File: config.mk
export PLATFORM = sky130hd
export DESIGN_NAME = irq_injector
export DESIGN_NICKNAME = d
export VERILOG_FILES = /design/src/rtl/irq_injector_pkg.sv /design/src/rtl/irq_inj_channel.sv /design/src/rtl/irq_injector.sv
export SDC_FILE = /design/constraint.sdc
export NUM_CORES = 1
export LEC_CHECK = 0
export ABC_AREA = 1
export ABC_CLOCK_PERIOD_IN_PS = 2650
export CAP_MARGIN = 0
export CORE_ASPECT_RATIO = 2
export CORE_UTILIZATION = 45
export CTS_BUF_LIST = sky130_fd_sc_hd__clkbuf_2
export CTS_CLUSTER_DIAMETER = 150
export DETAILED_ROUTE_END_ITERATION = 12
export GPL_TIMING_DRIVEN = 0
export PLACE_DENSITY = 0.62
export SYNTH_ARGS = -nofsm -noshare
export SYNTH_HDL_FRONTEND = slang
export SYNTH_HIERARCHICAL = 1
export SYNTH_SLANG_ARGS = --single-unit
File: constraint.sdc
create_clock -name clk -period 2.65 [get_ports clk]
set_input_delay 0.53 -clock clk [delete_from_list [all_inputs] [get_ports clk]]
set_output_delay 0.53 -clock clk [all_outputs]
set_load 0.005 [all_outputs]
File: src/rtl/irq_injector_pkg.sv
// -----------------------------------------------------------------------------
// irq_injector_pkg
// Shared definitions for the interrupt stimulus generator:
//   - per-channel FSM state codes (legacy-compatible localparam constants)
//   - channel mode encodings written through the configuration port
// Optional feature macro used by the design: IRQ_INJECTOR_DELAY_EN
// -----------------------------------------------------------------------------
package irq_injector_pkg;

    typedef logic [2:0] ch_state_t;

    // Channel FSM states. ST_DELAY is only reachable when the delay
    // feature is compiled in.
    localparam ch_state_t ST_IDLE       = 3'd0;
    localparam ch_state_t ST_ARMED      = 3'd1;
    localparam ch_state_t ST_DELAY      = 3'd2;
    localparam ch_state_t ST_ACTIVE     = 3'd3;
    localparam ch_state_t ST_SPENT      = 3'd4;
    localparam ch_state_t ST_WAIT_LEAVE = 3'd5;

    // Channel modes.
    localparam logic [1:0] MODE_ONESHOT = 2'd0;
    localparam logic [1:0] MODE_REARM   = 2'd1;
    localparam logic [1:0] MODE_LEVEL   = 2'd2;
    localparam logic [1:0] MODE_OFF     = 2'd3;

endpackage

File: src/rtl/irq_inj_channel.sv
// -----------------------------------------------------------------------------
// irq_inj_channel
// One interrupt channel: trigger/length/mode registers, FSM and pulse counter.
// A PC match while armed starts a pulse whose rising edge is one clock after
// the sampling edge. Optional macro IRQ_INJECTOR_DELAY_EN inserts a
// programmable delay between the match and the pulse.
// Ports:
//   clk, reset    - clock, asynchronous active-high reset
//   i_addr        - committed PC from the CPU
//   i_en          - global enable for accepting new matches
//   i_cfg_we      - configuration write already decoded for this channel
//   i_cfg_addr    - trigger address to load
//   i_cfg_len     - pulse length minus one
//   i_cfg_mode    - channel mode
//   i_cfg_dly     - match-to-pulse delay (only with IRQ_INJECTOR_DELAY_EN)
//   i_ack         - acknowledge, used only in level mode
//   o_irq         - registered interrupt line
//   o_fired       - sticky flag, set when o_irq first rises
// -----------------------------------------------------------------------------
module irq_inj_channel
    import irq_injector_pkg::*;
#(
    parameter int ADDR_W = 32,
    parameter int LEN_W  = 4
) (
    input  logic              clk,
    input  logic              reset,
    input  logic [ADDR_W-1:0] i_addr,
    input  logic              i_en,
    input  logic              i_cfg_we,
    input  logic [ADDR_W-1:0] i_cfg_addr,
    input  logic [LEN_W-1:0]  i_cfg_len,
    input  logic [1:0]        i_cfg_mode,
`ifdef IRQ_INJECTOR_DELAY_EN
    input  logic [LEN_W-1:0]  i_cfg_dly,
`endif
    input  logic              i_ack,
    output logic              o_irq,
    output logic              o_fired
);

    logic [ADDR_W-1:0] r_trig;
    logic [LEN_W-1:0]  r_len;
    logic [1:0]        r_mode;
    ch_state_t         r_state;
    logic [LEN_W-1:0]  r_cnt;
    logic              r_irq;
    logic              r_fired;
`ifdef IRQ_INJECTOR_DELAY_EN
    logic [LEN_W-1:0]  r_dly;
`endif

    ch_state_t         w_state_nx;
    logic [LEN_W-1:0]  w_cnt_nx;
    logic              w_irq_nx;
    logic              w_match;

    assign w_match = i_en && (i_addr == r_trig);

    // Next-state, counter and next-irq computation for the channel FSM.
    // The irq register follows the ACTIVE state one edge late, except that
    // an acknowledge drops it on the acknowledge edge itself.
    always_comb begin
        w_state_nx = r_state;
        w_cnt_nx   = r_cnt;
        w_irq_nx   = 1'b0;
        case (r_state)
            ST_ARMED: begin
                if (w_match) begin
`ifdef IRQ_INJECTOR_DELAY_EN
                    if (r_dly == {LEN_W{1'b0}}) begin
                        w_state_nx = ST_ACTIVE;
                        w_cnt_nx   = r_len;
                    end else begin
                        // Counter holds the remaining delay while in DELAY.
                        w_state_nx = ST_DELAY;
                        w_cnt_nx   = r_dly;
                    end
`else
                    w_state_nx = ST_ACTIVE;
                    w_cnt_nx   = r_len;
`endif
                end else begin
                    w_state_nx = ST_ARMED;
                end
            end
`ifdef IRQ_INJECTOR_DELAY_EN
            ST_DELAY: begin
                if (r_cnt == LEN_W'(1)) begin
                    w_state_nx = ST_ACTIVE;
                    w_cnt_nx   = r_len;
                end else begin
                    w_cnt_nx   = r_cnt - LEN_W'(1);
                end
            end
`endif
            ST_ACTIVE: begin
                if (r_mode == MODE_LEVEL) begin
                    if (i_ack) begin
                        w_state_nx = ST_WAIT_LEAVE;
                        w_irq_nx   = 1'b0;
                    end else begin
                        w_irq_nx   = 1'b1;
                    end
                end else begin
                    w_irq_nx = 1'b1;
                    if (r_cnt == {LEN_W{1'b0}}) begin
                        w_state_nx = (r_mode == MODE_REARM) ? ST_WAIT_LEAVE : ST_SPENT;
                    end else begin
                        w_cnt_nx   = r_cnt - LEN_W'(1);
                    end
                end
            end
            ST_WAIT_LEAVE: begin
                // Re-arm only after the PC moves off the trigger so a
                // stalled PC cannot retrigger.
                if (i_addr != r_trig) begin
                    w_state_nx = ST_ARMED;
                end else begin
                    w_state_nx = ST_WAIT_LEAVE;
                end
            end
            default: begin
                w_state_nx = r_state;
            end
        endcase
    end

    // Channel registers; a configuration write overrides every other event.
    always_ff @(posedge clk or posedge reset) begin
        if (reset) begin
            r_trig  <= {ADDR_W{1'b0}};
            r_len   <= {LEN_W{1'b0}};
            r_mode  <= MODE_OFF;
            r_state <= ST_IDLE;
            r_cnt   <= {LEN_W{1'b0}};
            r_irq   <= 1'b0;
            r_fired <= 1'b0;
`ifdef IRQ_INJECTOR_DELAY_EN
            r_dly   <= {LEN_W{1'b0}};
`endif
        end else if (i_cfg_we) begin
            r_trig  <= i_cfg_addr;
            r_len   <= i_cfg_len;
            r_mode  <= i_cfg_mode;
            r_state <= (i_cfg_mode == MODE_OFF) ? ST_IDLE : ST_ARMED;
            r_cnt   <= {LEN_W{1'b0}};
            r_irq   <= 1'b0;
`ifdef IRQ_INJECTOR_DELAY_EN
            r_dly   <= i_cfg_dly;
`endif
        end else begin
            r_state <= w_state_nx;
            r_cnt   <= w_cnt_nx;
            r_irq   <= w_irq_nx;
            r_fired <= r_fired | w_irq_nx;
        end
    end

    assign o_irq   = r_irq;
    assign o_fired = r_fired;

endmodule

File: src/rtl/irq_injector.sv
// -----------------------------------------------------------------------------
// irq_injector
// Interrupt stimulus generator for the pipelined MIPS CPU benches. N_CH
// independent channels watch the committed PC and pulse one bit each of the
// HWInt vector when the PC hits their programmed trigger address.
// Optional macro: IRQ_INJECTOR_DELAY_EN adds the cfg_dly port and a
// per-channel match-to-pulse delay.
// Ports:
//   clk, reset  - clock, asynchronous active-high reset
//   addr        - committed PC
//   en          - global enable for new matches
//   cfg_we      - configuration write strobe
//   cfg_ch      - channel to configure (values >= N_CH ignored)
//   cfg_addr    - trigger address
//   cfg_len     - pulse length minus one
//   cfg_mode    - 0 one-shot, 1 re-arm, 2 level-until-ack, 3 disabled
//   cfg_dly     - delay in cycles (only with IRQ_INJECTOR_DELAY_EN)
//   irq_ack     - per-channel acknowledge for level mode
//   irq         - registered interrupt lines
//   fired       - sticky per-channel "has fired" flags
// -----------------------------------------------------------------------------
module irq_injector
    import irq_injector_pkg::*;
#(
    parameter int N_CH   = 6,
    parameter int ADDR_W = 32,
    parameter int LEN_W  = 4
) (
    input  logic                    clk,
    input  logic                    reset,
    input  logic [ADDR_W-1:0]       addr,
    input  logic                    en,
    input  logic                    cfg_we,
    input  logic [$clog2(N_CH)-1:0] cfg_ch,
    input  logic [ADDR_W-1:0]       cfg_addr,
    input  logic [LEN_W-1:0]        cfg_len,
    input  logic [1:0]              cfg_mode,
`ifdef IRQ_INJECTOR_DELAY_EN
    input  logic [LEN_W-1:0]        cfg_dly,
`endif
    input  logic [N_CH-1:0]         irq_ack,
    output logic [N_CH-1:0]         irq,
    output logic [N_CH-1:0]         fired
);

    localparam int CH_W = $clog2(N_CH);

    for (genvar g = 0; g < N_CH; g++) begin : g_ch
        logic w_sel;

        // Only channel indices below N_CH exist, so out-of-range cfg_ch
        // values select nothing.
        assign w_sel = cfg_we && (cfg_ch == CH_W'(g));

        irq_inj_channel #(
            .ADDR_W (ADDR_W),
            .LEN_W  (LEN_W)
        ) u_ch (
            .clk        (clk),
            .reset      (reset),
            .i_addr     (addr),
            .i_en       (en),
            .i_cfg_we   (w_sel),
            .i_cfg_addr (cfg_addr),
            .i_cfg_len  (cfg_len),
            .i_cfg_mode (cfg_mode),
`ifdef IRQ_INJECTOR_DELAY_EN
            .i_cfg_dly  (cfg_dly),
`endif
            .i_ack      (irq_ack[g]),
            .o_irq      (irq[g]),
            .o_fired    (fired[g])
        );
    end

endmodule

== Word-level counts from Yosys, hierarchy flattened ==
Index checks and enable logic that the tools add are counted.
Storage, ports and cells
  register bits after elaboration: 282
  word-level logic and storage cells: 278
Cells by class
  add/sub/neg operators: 6
  equality and inequality tests: 78
  muxes and demuxes: 103
  bitwise gates (word level): 6
  reduce and logical (&&, ||, !) cells: 43
Operators by type and width (count)
  $eq A32 B32 Y1: 6
  $ne A32 B32 Y1: 6
  $mux W4: 24
  $mux W3: 30
  $pmux W3 S3: 6
  $pmux W4 S2: 6
  $ne A3 B2 Y1 const B: 12
  $mux W1: 31
  $eq A3 B2 Y1 const B: 8
  $eq A3 B3 Y1 const B: 8
  $logic_not A4 Y1: 6
  $ne A4 B1 Y1 const B: 6
  $ne A4 B3 Y1 const B: 6
  $reduce_and A4 Y1: 6
  $reduce_bool A4 Y1: 6
  $sub A4 B1 Y4 const B: 6
  $eq A3 B1 Y1 const B: 7
  $ne A3 B1 Y1 const B: 6
  $reduce_and A3 Y1: 6
  $reduce_bool A3 Y1: 6
  $eq A2 B2 Y1 const B: 7
  $eq A2 B1 Y1 const B: 6
  $logic_and A1 B1 Y1: 12
  $mux W2: 6
  2 further kinds: 7

== Longest topological paths before layout ==
Gate-level depths: netlist (run 1).
  depth in word-level cells: 6
  gate-level depth with buffers: 12
  mapped depth without buffers: 12

== Hierarchy ==
The synthesis (run 1) kept the hierarchy.
Modules (own cells, without submodules)
  irq_inj_channel: times used 6, cells an instance 333, area each 2501.1 um2
  irq_injector: times used 1, cells an instance 15, area each 58.8 um2

== Least setup slack after synthesis (run 1) ==
Ideal clock, no wire load.
  path kind: input to register
  start point: input port cfg_ch[2]
  end point: register g_ch[0].u_ch.r_len[1]
  setup time: 0.117 ns
  data arrival time: 1.395 ns
  setup slack: 1.139 ns
  stages: 8
  path through: inv_1 > nand2_2 > nor2_1 > buf_2 > clkinv_1 > clkbuf_1 > nand2_1 > nand2_1
Between the ends
  word-level cells in the longest chain between the ends: 2
Ends and longest elaborated chain
  from (decl): line irq_injector.sv:34  | input logic [$clog2(N_CH)-1:0] cfg_ch,
  $logic_not A3 Y1: line irq_injector.sv:53  | assign w_sel = cfg_we && (cfg_ch == CH_W'(g));
  $logic_and A1 B1 Y1: line irq_injector.sv:53
  named net g_ch[0].w_sel: line irq_injector.sv:49  | logic w_sel;
  to (signal assigned): line irq_inj_channel.sv:133  | r_len <= {LEN_W{1'b0}};
  to (signal assigned): line irq_inj_channel.sv:144  | r_len <= i_cfg_len;
  to (decl): line irq_inj_channel.sv:43  | logic [LEN_W-1:0] r_len;
The timed path passes the listed nets, and every way through them passes these cells.
A chain may end at the register's enable or synchronous reset.

== Final worst setup path (run 1) ==
  start point: register g_ch[1].u_ch.r_fired
  end point: output port fired[1]
RTL lines
  from (decl): line irq_inj_channel.sv:48  | logic r_fired;
  from (signal assigned): line irq_inj_channel.sv:156  | r_fired <= r_fired | w_irq_nx;
  to (decl): line irq_injector.sv:43  | output logic [N_CH-1:0] fired
No word-level cell between the ends.

==> out/metrics.yaml, run 1 <==
synth_area_per_cell_um2: 7.484
critPathRequiredTime_ns: 2.12
global_route_wire_length_before_repair_um: 73710
chipHeight_um: 260.8
cpMaxStageDelayCell: "clkdlybuf4s50_1"
gp_routability_congestion: 0.8480
synthesis.nets: 2114
grt.met1_usage_pct: 29.19
grt_setup_unrepaired: "no"
maximum_fanout_along_the_worst_path: 2
drc: 0
cts-root-to-sink-buffers: 3
cts-root-buf: "clkbuf_2"
clk-insertion-delay-late_ns: 0.95
switching_share_pct: 34.81
synthesis.instances: 2013
flow.area_growth_from_synthesis_pct: 14.48
cts_tree: "yes"
worstPathCellList: "clkdlybuf4s50_1"
reg2reg_setup_slack_ns: 0.75
setup_violations: 0
critical_path.endpoint_type: "primary output"
globalRouteTotalUtil_pct: 28.97
ys_ff_latch: 282
clock.fmax_ghz: 0.4377
detailroute.via_count: 13417
tritoncts.num_buffers: 68
io_pins: 95
start_util_pct: 45.75
input_output_buffers: 94
clkPwrFrac_pct: 26.1
first_global_vias: 13622
grt_start_max_net_pins: 36
final.setup_skew_ns: 0.08687
synth.lib_cells_used.distinct: 27
cts-hold-fix-buffers: 0
slew_headroom_pct: 35.98
nNetsFinal: 2284
clock_sink_count: 282
critical_setup_path_class: "register to primary output"
timing.critical_path.from_type: "register"
synth_seq_area_share_pct: 46.94
depth_of_the_most_critical_reg_to_reg_path: 10
critical_path.reg2reg.startpoint: "g_ch[5].u_ch/r_trig[11]$_DFFE_PP0P_"
timing.rr.end: "g_ch[5].u_ch/r_cnt[0]$_DFFE_PP0P_"
grt_overflow: 0
share_comb_of_total_power_pct: 23.1
yosys_warnings: 6
finalPower_w: 0.01088
power_frac_seq_pct: 50.8
antenna_violating_nets_post_route: 0
std_cell_rows: 94
p_int_w: 0.007095
worst_path_largest_cell_delay_ns: 0.50
clk_pin_slew_worst_paths_ns: 0.12
setup_tns_after_final_layout_ns: 0
die_outline_area_um2: 34260
p_leak_nw: 8.904
global_route.peak_usage_layer: "met2"
path_delay_family: "buffers and inverters"
areal_power_density_over_the_cells_nw_per_um2: 631.1
viasPerCell: 5.036
mostFrequentLayoutCell: "nand2_1"
routed_length_per_placed_instance_um: 18.00
cp_num_buf_inv: 1
actual_transition_at_the_worst_max_transition_pin_ns: 0.9604
timing.hold.worst.class: "input pin to async pin"
timing.final.max_slew_violations: 0
floorplan.core_area_um2: 32930
switching_power_w: 0.003789
cts.htree.levels: 3
finalHoldViolCount: 0
preCtsSetupSlack_ns: -0.09543
ctsResizeCount: 0
mostFrequentLayoutCells: "nand2_1 (953), dfrtp_1 (270), inv_1 (188)"
groute.layer.met3.usage_pct: 4.371
cap_viol_max_count: 0
post_cts_buffers: 0
finalWorstPathRequiredPeriod_ns: 2.285
antenna_violations_before_repair: 1
die_w_um: 131.4
post_route_worst_hold_slack_ns: 0.1289
fill_cells: 3290
status: "finished clean"
grt.met2_usage_pct: 54.02
timing.final.crit_share_pct: 86.21
crit_path_start: "g_ch[1].u_ch/o_fired$_DFFE_PP0N_"
setup_ws_ns: 0.3654
detailed_place_hpwl_um: 34730
vdd.ir_drop.worst_v: 0.0003949
firstDrtPassIters: 5
worst_ep_arrival_time_ns: 1.75
mappedNetlistArea_um2: 15070
wirelength_um: 47960
layout_cell_share_with_drive_strength_beyond_1_pct: 9.502
drt_iter0_drc: 785
-- worst register-to-register path: cells and delay by family, from the launching register on --
kind	cells	cell delay, ns
flops	1	0.40
simple gates	9	1.17
xor+xnor	1	0.18
-- worst max path at each step --
stage | to | slack (ns) | cells after the start
floorplan | g_ch[0].u_ch/o_fired$_DFFE_PP0N_ | 1.01 | 1
global placement | g_ch[5].u_ch/r_cnt[0]$_DFFE_PP0P_ | -0.72 | 2
detailed placement | g_ch[0].u_ch/r_cnt[1]$_DFFE_PP0P_ | -0.1 | 11
CTS | fired[1] | 0.26 | 1
global route | fired[2] | 0.26 | 1
finish | fired[1] | 0.37 | 1
-- power by group through the flow --
stage | Clock (W) | Combinational, W | Sequential [W]
detailed placement | 0 | 0.00252 | 0.00560
global placement | 0 | 0.00243 | 0.00557
global route | 0.00310 | 0.00286 | 0.00561
CTS | 0.00295 | 0.00253 | 0.00552
finish | 0.00284 | 0.00251 | 0.00553
floorplan | 0 | 0.00172 | 0.00549
-- logic make-up after synthesis --
family | share of synthesized area, %
compound gates | 6.079
xor+xnor | 8.023
flops | 46.94
buf+inv | 6.951
simple gates | 30.51
fa+ha+maj | 1.495
-- area by class of cell --
type / instances / area (µm²) / area share, %
Timing Repair Buffer: 100 / 1061 / 6.152
Antenna cell: 1 / 2.502 / 0.01451
Sequential cell: 282 / 7072 / 41.00
Multi-Input combinational cell: 1458 / 6947 / 40.28
Tap cell: 432 / 540.5 / 3.134
Clock buffer: 102 / 510.5 / 2.960
Inverter: 213 / 799.5 / 4.636
Buffer: 60 / 247.7 / 1.436
Clock inverter: 16 / 66.31 / 0.3845
-- registers in the layout (all words and copies together) (netlist names) --
name / flops
g_ch.u_ch/r_cnt: 24
g_ch.u_ch/o_irq: 6
g_ch.u_ch/o_fired: 6
g_ch.u_ch/r_state: 18
g_ch.u_ch/r_len: 24
g_ch.u_ch/r_trig: 192
g_ch.u_ch/r_mode: 12
-- per-layer routing --
metal	vias up	wire length [µm]
met3	158	2482
met2	442	25000
li1	6498	-
met4	0	3520
met5	-	0
met1	6319	16960
-- per-stage QoR --
| step | std cells | instance area, µm² | util (%) |
|---|---|---|---|
| floorplan | 2013 | 15070 | - |
| global placement | 2539 | 16550 | 50.25 |
| detailed placement | 2545 | 16670 | 50.61 |
| CTS | 2663 | 17240 | 52.36 |
| global route | 2664 | 17250 | 52.37 |
| finish | 2664 | 17250 | 52.37 |
-- Yosys cell counts --
library cell | instances | share of area, %
dfstp_2 | 12 | 2.1
xor2_1 | 6 | 0.35
nand4_1 | 24 | 1.0
nor3_1 | 6 | 0.20
ha_1 | 18 | 1.5
inv_1 | 194 | 4.8
nor2_2 | 12 | 0.50
nand2_4 | 12 | 0.90
nand2_1 | 953 | 24
or2_2 | 6 | 0.25
o21ai_1 | 12 | 0.40
nand3_2 | 6 | 0.40
buf_2 | 18 | 0.60
inv_2 | 7 | 0.17
a21oi_2 | 6 | 0.35
nand2_2 | 1 | 0.042
dfrtp_1 | 270 | 45
clkinv_1 | 12 | 0.30
nor2_1 | 84 | 2.1
xnor2_1 | 132 | 7.7
a211oi_2 | 6 | 0.50
a21oi_1 | 18 | 0.60
nand3_1 | 42 | 1.4
clkbuf_1 | 36 | 0.90
o21ai_0 | 108 | 3.6
buf_1 | 6 | 0.15
o32ai_2 | 6 | 0.65
Power figures use the tool's default switching activity.
==> run 2: changes to the inputs <==
- SETUP_SLACK_MARGIN: not set -> 0.5
==> out/metrics.yaml, run 2 (synthesis results as in run 1) <==
nNetsFinal: 2284
placement.cell_area_um2: 16670
timing.hold.worst.class: "input pin to async pin"
cts-root-to-sink-buffers: 3
layout_cell_share_with_drive_strength_beyond_1_pct: 9.502
detailroute.via_count: 13417
reg2reg_setup_slack_ns: 0.75
setup_violations: 0
firstDrtPassIters: 5
floorplan.core_area_um2: 32930
input_output_buffers: 94
timing.final.max_slew_violations: 0
cts-root-buf: "clkbuf_2"
finalWorstPathRequiredPeriod_ns: 2.074
postLayoutCoreUtil_pct: 52.35
io_pins: 95
switching_share_pct: 34.82
grt_overflow: 0
areal_power_density_over_the_cells_nw_per_um2: 631.3
maximum_fanout_along_the_worst_path: 2
worst_path_largest_cell_delay_ns: 0.39
cts.htree.levels: 3
clock.fmax_ghz: 0.4821
detailed_place_hpwl_um: 34730
post_route_worst_hold_slack_ns: 0.1289
cap_viol_max_count: 0
clk_pin_slew_worst_paths_ns: 0.12
clk-insertion-delay-late_ns: 0.95
wirelength_um: 47960
grt_start_max_net_pins: 36
die_outline_area_um2: 34260
path_delay_family: "flip-flops"
critPathRequiredTime_ns: 2.12
final_design_area_no_fill_um2: 17240
timing.critical_path.from_type: "register"
actual_transition_at_the_worst_max_transition_pin_ns: 0.9604
p_int_w: 0.007094
routed_length_per_placed_instance_um: 18.00
switching_power_w: 0.003789
first_global_vias: 13616
drc: 0
share_comb_of_total_power_pct: 23.1
critical_setup_path_class: "register to primary output"
chipHeight_um: 260.8
std_cell_rows: 94
cts-hold-fix-buffers: 0
slew_headroom_pct: 35.98
drt_iter0_drc: 785
tritoncts.num_buffers: 68
power_frac_seq_pct: 50.8
timing.final.crit_share_pct: 78.28
cpMaxStageDelayCell: "dfrtp_1"
clkPwrFrac_pct: 26.1
clock_sink_count: 282
cts_tree: "yes"
global_route_wire_length_before_repair_um: 73700
globalRouteTotalUtil_pct: 28.96
antenna_violations_before_repair: 1
largest_register_ffs: 192
vdd.ir_drop.worst_v: 0.0003948
die_w_um: 131.4
start_util_pct: 45.75
p_leak_nw: 8.923
grt_setup_unrepaired: "no"
final.setup_skew_ns: 0.08687
top_register: "g_ch.u_ch/r_trig"
mostFrequentLayoutCells: "nand2_1 (953), dfrtp_1 (270), inv_1 (188)"
flow.area_growth_from_synthesis_pct: 14.43
gp_routability_congestion: 0.8480
antenna_violating_nets_post_route: 0
worst_ep_arrival_time_ns: 1.54
largest_registers: "g_ch.u_ch/r_trig: 192 flops, g_ch.u_ch/r_cnt: 24 flops, g_ch.u_ch/r_len: 24 flops"
worstPathCellList: "dlygate4sd2_1"
critical_path.endpoint_type: "primary output"
finalHoldViolCount: 0
status: "finished clean"
viasPerCell: 5.036
cp_num_buf_inv: 1
mostFrequentLayoutCell: "nand2_1"
-- run 2: changes by cell type in the layout (fill, tap and decap cells not counted), sizes merged --
cell,delta
clkdlybuf4s50,-12
dlygate4sd2,+6
clkdlybuf4s15,+6
-- run 2: through the flow --
stage | instances | power, W | setup WS [ns] | TNS, ns
global placement | 2539 | 0.007995 | -0.7200 | -155.98
CTS | 2663 | 0.01100 | 0.4704 | 0
global route | 2664 | 0.01157 | 0.5092 | 0
floorplan | 2013 | 0.007208 | 1.007 | 0
detailed placement | 2545 | 0.008123 | -0.09543 | -0.4948
finish | 2664 | 0.01088 | 0.5757 | 0
-- run 2: path summary, 6_finish.rpt --
path | from | cells after the start | to
setup / recovery | g_ch[1].u_ch/o_fired$_DFFE_PP0N_ | 1 | fired[1]
hold / removal | reset | 2 | g_ch[1].u_ch/r_cnt[1]$_DFFE_PP0P_
setup reg to reg | g_ch[5].u_ch/r_trig[11]$_DFFE_PP0P_ | 10 | g_ch[5].u_ch/r_cnt[0]$_DFFE_PP0P_
hold reg to reg | g_ch[2].u_ch/r_mode[1]$_DFFE_PP1P_ | 2 | g_ch[2].u_ch/r_mode[1]$_DFFE_PP1P_
max in group asynchronous | reset | 3 | g_ch[5].u_ch/r_mode[1]$_DFFE_PP1P_
min in group clk | cfg_addr[7] | 3 | g_ch[5].u_ch/r_trig[7]$_DFFE_PP0P_
-- run 2: area by class of cell --
class,instances,area [µm²]
fill,3292,15690
sequential,282,7072
multi-input combinational,1458,6947
timing repair buffer,100,1054
inverter,213,799.5
tap,432,540.5
clock buffer,102,510.5
buffer,60,247.7
clock inverter,16,66.31
antenna,1,2.502
-- run 2: repair_timing --
action                                  CTS  global route
endpoints found under the setup margin   12             0
resized for setup                        18             0
hold endpoints to repair                  0             0
buffers inserted                          0             0
-- run 2: routing by layer --
layer,share of wire (%),track usage [%]
met5,0,0
met4,7.3,21.09
met3,5.2,4.371
met1,35,29.19
met2,52,54.00
-- run 2: power groups by stage --
| stage | sequential [W] | combinational [W] | clock [W] |
|---|---|---|---|
| 2_1_floorplan | 0.00549 | 0.00172 | 0 |
| 3_3_place_gp | 0.00557 | 0.00243 | 0 |
| 3_5_place_dp | 0.00560 | 0.00252 | 0 |
| 4_1_cts | 0.00552 | 0.00253 | 0.00295 |
| 5_1_grt | 0.00561 | 0.00285 | 0.00310 |
| 6_report | 0.00553 | 0.00251 | 0.00284 |
